`config.mk`:
```
export PLATFORM = sky130hd
export DESIGN_NAME = exmem_pipe
export DESIGN_NICKNAME = d
export VERILOG_FILES = /design/src/rtl/exmem_pipe.sv
export SDC_FILE = /design/constraint.sdc
export NUM_CORES = 1
export LEC_CHECK = 0
export ABC_AREA = 1
export CORE_MARGIN = 5
export CORE_UTILIZATION = 41
export CTS_CLUSTER_DIAMETER = 40
export DETAILED_ROUTE_END_ITERATION = 8
export MAX_ROUTING_LAYER = met4
export PLACE_DENSITY = 0.79
export SYNTH_ARGS = -nofsm -noshare
export SYNTH_HDL_FRONTEND = slang
export SYNTH_SLANG_ARGS = --single-unit
```
`constraint.sdc`:
```
create_clock -name clk -period 1.6 [get_ports clk]
set_clock_uncertainty 0.05 [all_clocks]
set_input_delay 0.16 -clock clk [delete_from_list [all_inputs] [get_ports clk]]
set_output_delay 0.16 -clock clk [all_outputs]
set_load 0.05 [all_outputs]
```
`src/rtl/exmem_pipe.sv`:
```
// EX/MEM pipeline register: STAGES back-to-back slots with valid/ready stalls,
// synchronous flush, per-slot forwarding taps, occupancy and bubble counters.
module exmem_pipe #(
    parameter int DATA_W = 32,
    parameter int CTRL_W = 8,
    parameter int STAGES = 1,
    parameter int OCC_W  = $clog2(STAGES + 1)
) (
    input  logic                  clk,
    input  logic                  rst,
    input  logic                  flush,
    input  logic                  in_valid,
    output logic                  in_ready,
    input  logic [DATA_W-1:0]     in_aluresult,
    input  logic [4:0]            in_rd,
    input  logic [CTRL_W-1:0]     in_ctrl,
    output logic                  out_valid,
    input  logic                  out_ready,
    output logic [DATA_W-1:0]     out_aluresult,
    output logic [4:0]            out_rd,
    output logic [CTRL_W-1:0]     out_ctrl,
    output logic [5*STAGES-1:0]   hz_rd,
    output logic [STAGES-1:0]     hz_regwrite,
    output logic [OCC_W-1:0]      occupancy,
    output logic [15:0]           bubble_cnt
);

    logic [STAGES-1:0] v_q, v_d;
    logic [DATA_W-1:0] alu_q  [STAGES];
    logic [DATA_W-1:0] alu_d  [STAGES];
    logic [4:0]        rd_q   [STAGES];
    logic [4:0]        rd_d   [STAGES];
    logic [CTRL_W-1:0] ctrl_q [STAGES];
    logic [CTRL_W-1:0] ctrl_d [STAGES];
    logic [OCC_W-1:0]  occ_q, occ_d;
    logic [15:0]       bubble_q, bubble_d;
    logic [STAGES-1:0] rdy;

    // A slot can take new data if it is empty or everything downstream of it moves.
    always_comb begin
        logic r;
        rdy = '0;
        r = !v_q[STAGES-1] | out_ready;
        rdy[STAGES-1] = r;
        for (int k = STAGES - 2; k >= 0; k--) begin
            r = !v_q[k] | r;
            rdy[k] = r;
        end
    end

    assign in_ready = rdy[0] & !flush;

    always_comb begin
        v_d    = v_q;
        alu_d  = alu_q;
        rd_d   = rd_q;
        ctrl_d = ctrl_q;
        if (flush) begin
            v_d = '0;
            for (int k = 0; k < STAGES; k++) begin
                ctrl_d[k] = '0;
            end
        end else begin
            if (rdy[0]) begin
                v_d[0]    = in_valid;
                alu_d[0]  = in_aluresult;
                rd_d[0]   = in_rd;
                ctrl_d[0] = in_valid ? in_ctrl : '0;
            end
            for (int k = 1; k < STAGES; k++) begin
                if (rdy[k]) begin
                    v_d[k]    = v_q[k-1];
                    alu_d[k]  = alu_q[k-1];
                    rd_d[k]   = rd_q[k-1];
                    // Bubbles carry zero control so they can never write downstream.
                    ctrl_d[k] = v_q[k-1] ? ctrl_q[k-1] : '0;
                end
            end
        end

        occ_d = '0;
        for (int k = 0; k < STAGES; k++) begin
            occ_d = occ_d + OCC_W'(v_d[k]);
        end

        bubble_d = bubble_q;
        if (out_ready && !v_q[STAGES-1] && (bubble_q != 16'hFFFF)) begin
            bubble_d = bubble_q + 16'd1;
        end
    end

    always_ff @(posedge clk) begin
        if (rst) begin
            v_q      <= '0;
            occ_q    <= '0;
            bubble_q <= '0;
            for (int k = 0; k < STAGES; k++) begin
                alu_q[k]  <= '0;
                rd_q[k]   <= '0;
                ctrl_q[k] <= '0;
            end
        end else begin
            v_q      <= v_d;
            occ_q    <= occ_d;
            bubble_q <= bubble_d;
            alu_q    <= alu_d;
            rd_q     <= rd_d;
            ctrl_q   <= ctrl_d;
        end
    end

    genvar gi;
    generate
        for (gi = 0; gi < STAGES; gi++) begin : g_hz
            assign hz_rd[5*gi +: 5] = rd_q[gi];
            assign hz_regwrite[gi]  = v_q[gi] & ctrl_q[gi][0];
        end
    endgenerate

    assign out_valid     = v_q[STAGES-1];
    assign out_aluresult = alu_q[STAGES-1];
    assign out_rd        = rd_q[STAGES-1];
    assign out_ctrl      = ctrl_q[STAGES-1];
    assign occupancy     = occ_q;
    assign bubble_cnt    = bubble_q;

endmodule

```
== Word-level counts from Yosys, hierarchy flattened ==
Cells that the tools add are included.
Operators by class
  bitwise operators: 4
  add/subtract/negate cells: 1
  equality and inequality tests: 1
  reductions and logical operators: 6
  muxes and demuxes: 2
Operators with widths (number)
  16-bit by 1-bit adder with 16-bit output, second input constant: 1
  16-bit != test, second input constant: 1
  8-bit two-way mux: 1
  1-bit bitwise AND: 2
  1-bit logical AND: 2
  1-bit logical NOT: 2
  2-bit AND reduction: 1
  2-bit OR reduction: 1
  1-bit two-way mux: 1
  1-bit inverter: 1
  1-bit OR: 1
Storage, ports and cells
  bits in registers: 62
  logic and storage cells: 19
  output and inout port bits: 70

== Logic depth before layout (Yosys ltp) ==
Gate-level depths: netlist of the first run.
  depth in word-level cells: 3
  gate-level depth with buffers: 8
  gate-level depth less buffers: 8

== Worst setup path after synthesis of the first run ==
No wires, ideal clock.
  path kind: reg2reg
  from: register bubble_q[0] (netlist: bubble_cnt[0])
  to: register bubble_q[14] (netlist: bubble_cnt[14])
  library setup time: 0.117 ns
  path slack: -0.207 ns
  clock period less this slack: 1.807 ns
  cell stages (with the launch flop): 8
  data arrival time: 1.640 ns
  path through: dfxtp_1 -> ha_1 -> inv_1 -> nor2_2 -> nand4_4 -> buf_6 -> a21oi_1 -> nor2_1
Between the ends
  cells in the longest elaborated chain, start to end: 2
Ends and longest elaborated chain
  start, declared: line 36  | logic [15:0] bubble_q, bubble_d;
  start signal, assigned: line 105  | bubble_q <= bubble_d;
  branches (longest 2 deep; another with 16-bit by 1-bit adder with 16-bit output)
Parallel ways; which one is timed is not known.
A chain may end at the register's enable or synchronous reset.

== Worst setup path after layout of the first run ==
  from: input out_ready
  to: output in_ready
Between the ends
  cells in the longest elaborated chain, start to end: 2
Ends and longest elaborated chain
  start, declared: line 18  | input logic out_ready,
  1-bit OR: line 43  | r = !v_q[STAGES-1] | out_ready;
  1-bit bitwise AND: line 51  | assign in_ready = rdy[0] & !flush;
  end, declared: line 13  | output logic in_ready,
No other way between the ends.

==> summary.txt, run 1 <==
Clock network
  – Clk slew on worst S/H paths: around 0.07 ns
  – CTS Root Cell: clkbuf_8
  – Clock sinks: 62
  – Maximum clock insertion buffer count: 2
  – CTS tree: done
  – Htree depth: 3
  – Clock Latency Late Sink: 0.33 ns
  – Total CTS buffers: 9

GRT
  – Grt peak-use layer: met2
  – Global-route wire length before repair: 12000 um
  – Grt met2 use: 0.293
  – Vias in the first global route: about 2600
  – Overflow after GRT: 0
  – Initial antenna violation count: 0
  – Grt met3 use: 0.0751
  – GRT Util Overall: 0.183
  – Pin count of the biggest net entering global routing: 37
  – Met1 Use GR: 0.201

Detailed routing
  – DRC Markers: 0
  – Via density: between 4 and 5
  – Wire per inst: roughly 13 um
  – DR pass1 iterations: 4
  – Via count: approximately 2700
  – Detailed Route Iter0 Violations: ~170
  – Drt total wl: 7300 um
  – Final ANT Viol Nets: 0

Logic synthesis
  – EDFF count, synth: 0
  – Cells after Synth: 360
  – Syn Nets: between 400 and 500
  – Mean Syn Cell Area: 7.32 um^2
  – Area leader, netlist: dfxtp_1
  – Main synth FF type: dfxtp_1
  – Most frequent cell after synthesis: nor2_1
  – #FFs+latches synth: 62
  – Post-synthesis cell area: between 2000 and 3000 um^2
  – Synth warn: 0
  – Post-synth ARST share: 0
  – Ranking of synthesized cells by area: dfxtp_1 47%, nor2_1 16%, nand3_1 7.0%
  – Top-area cell type share of the netlist area: 0.471
  – Post-synth top cells: 109 x nor2_1, 62 x dfxtp_1, 41 x nand2_1, 37 x nand3_1, 22 x o21ai_0
  – Post-synth cell types: 23
  – Seq/Total Area, Yosys: 0.471

Floorplan
  – IO Pins: 120
  – Initial Util: 0.417
  – Die width: between 90 and 100 um
  – Rows: 29
  – Die area: 8130 um^2
  – Core area: 6310 um^2
  – Die height: 90.2 um

Placed design
  – Final Wtd Congestion: between 0.8 and 0.9
  – Port bufs: 119
  – Cell total after placement: 549
  – Post-DP HPWL: 5420 um

Hold path
  – Hold Path Class: input pin to register
  – HP Start: in_ctrl[5]
  – Hold endpoint: out_ctrl[5]$_SDFFE_PP0P_
  – Hold path cells: 3

Cells and area
  – Synth-to-layout area growth: 54.5%
  – Cell Count, Final, Fillers Out: 566
  – ANT cells: 0
  – Fin util: 0.644
  – Fin nets: 536
  – Layout cells sized above 1: 0.270

Timing
  – RSZ-0062 raised after global routing: false
  – Worst slew pin tran: 0.348 ns
  – Tmin final: 1.47 ns
  – Final Hold Vio Count: 0
  – Fin crit share: 0.917
  – Worst hold margin: 0.342 ns
  – Final Setup Violations: 0
  – Max-slew violations: 0
  – Max Clock Freq: around 680 MHz
  – Slew headroom: 0.767

Pwr
  – Max VDD drop: 0.680 mV
  – Pwr per Cell Area: approximately 1000 nW/um^2
  – Power Total: between 4 and 5 mW
  – Leakage: 1.79 nW

Critical path
  – Req. time, crit path: 1.39 ns
  – WP data arrival: 1.26 ns
  – Crit Path Category: input pin to output pin
  – Worst R2R Path Depth: 8
  – CP endpoint kind: output pin
  – CP max FO: 22
  – Worst reg2reg endpoint: bubble_cnt[13]$_SDFFE_PP0P_
  – Reg-to-Reg Start: bubble_cnt[1]$_SDFFE_PP0P_
  – Crit path from: out_ready
  – Worst R2R Setup Slack: 0.20 ns
  – Worst setup SP type: input pin

Outcome
  – Outcome: finished clean

Job
  – Max Cap Viol: 0
routing by layer:
metal / vias to the layer above / routed length (um)
li1: 1403 / -
met1: 1227 / 3020
met2: 104 / 3460
met3: 9 / 697
met4: 0 / 119
met5: - / 0
stage by stage:
stage | worst slack, ns | instance area (um^2) | TNS [ns]
2_1_floorplan | 0.0112 | 2650 | 0
3_3_place_gp | 0.00342 | 3820 | 0
3_5_place_dp | -0.0254 | 3820 | -0.0566
4_1_cts | 0.115 | 4040 | 0
5_1_grt | 0.0557 | 4070 | 0
6_report | 0.132 | 4070 | 0
sequential cells by signal, summed over array words and instances (netlist names):
name / cells
hz_rd: 5
occupancy: 1
out_aluresult: 32
out_ctrl: 8
bubble_cnt: 16
critical path: stages:
cell             delay (ns)
clkdlybuf4s50_1        0.49
inv_2                  0.07
nand2_4                0.05
nand2_1                0.08
inv_2                  0.08
buf_12                 0.17
buf_12                 0.15
power by group:
group	switching (mW)	internal, mW	total (mW)	leakage (nW)
logic	0.539	0.327	0.867	1.17
clock network	0.593	0.955	1.55	0.109
registers	0.0470	1.63	1.67	0.518
total	1.18	2.91	4.09	1.79
worst max path at each step:
stage                                  endpoint  slack (ns)  depth (start not counted)
floorplan           bubble_cnt[14]$_SDFFE_PP0P_        0.01                          7
global placement    bubble_cnt[14]$_SDFFE_PP0P_       0.003                          8
detailed placement   bubble_cnt[8]$_SDFFE_PP0P_       -0.03                          8
CTS                 bubble_cnt[11]$_SDFFE_PP0P_        0.12                          7
global route                           in_ready        0.06                          7
finish                                 in_ready        0.13                          7
cell type report:
cell class,count,area [um^2]
multi-input cells,260,1180
well taps,77,96.3
clock buffers,12,155
repair buffers,137,1250
flip-flops and latches,62,1260
inverters,15,56.3
fillers,557,2240
clock inverters,3,67.6
cell families (layout without fill, tap and decap cells):
logic type	Yosys count	count (layout)	synth area share
AOI/OAI and AO/OA	60	60	0.116
adders and majority gates	1	1	0.00475
buffers and inverters	38	167	0.0850
DFF	62	62	0.471
and+or+nand+nor	199	199	0.323
layout by cell type, fill, tap and decap left out, drive strengths merged:
cell type | netlist | layout
nand4 | 3 | 3
inv | 14 | 14
nor2 | 114 | 114
clkinv | 1 | 1
ha | 1 | 1
a21oi | 22 | 22
nand2 | 42 | 42
clkinvlp | 0 | 1
o21a | 1 | 1
clkbuf | 4 | 12
bufinv | 0 | 2
dfxtp | 62 | 62
buf | 19 | 88
o21ai | 37 | 37
clkdlybuf4s50 | 0 | 49
nand3 | 37 | 37
nor3 | 3 | 3
timing repair:
action                                 4_1_cts  5_1_grt
hold buffers                                 0        0
buffers inserted                             0        2
endpoints found under the hold margin        0        0
setup endpoints to repair                    0        3
resized for setup                            0        4
Power figures use the tool's default switching activity.
==> run 2, diff against run 1 <==
Settings changed: SLEW_MARGIN from default to 10.
==> results of run 2 <==
Same layout as run 1: the final DEF is identical, and so are final timing and power.
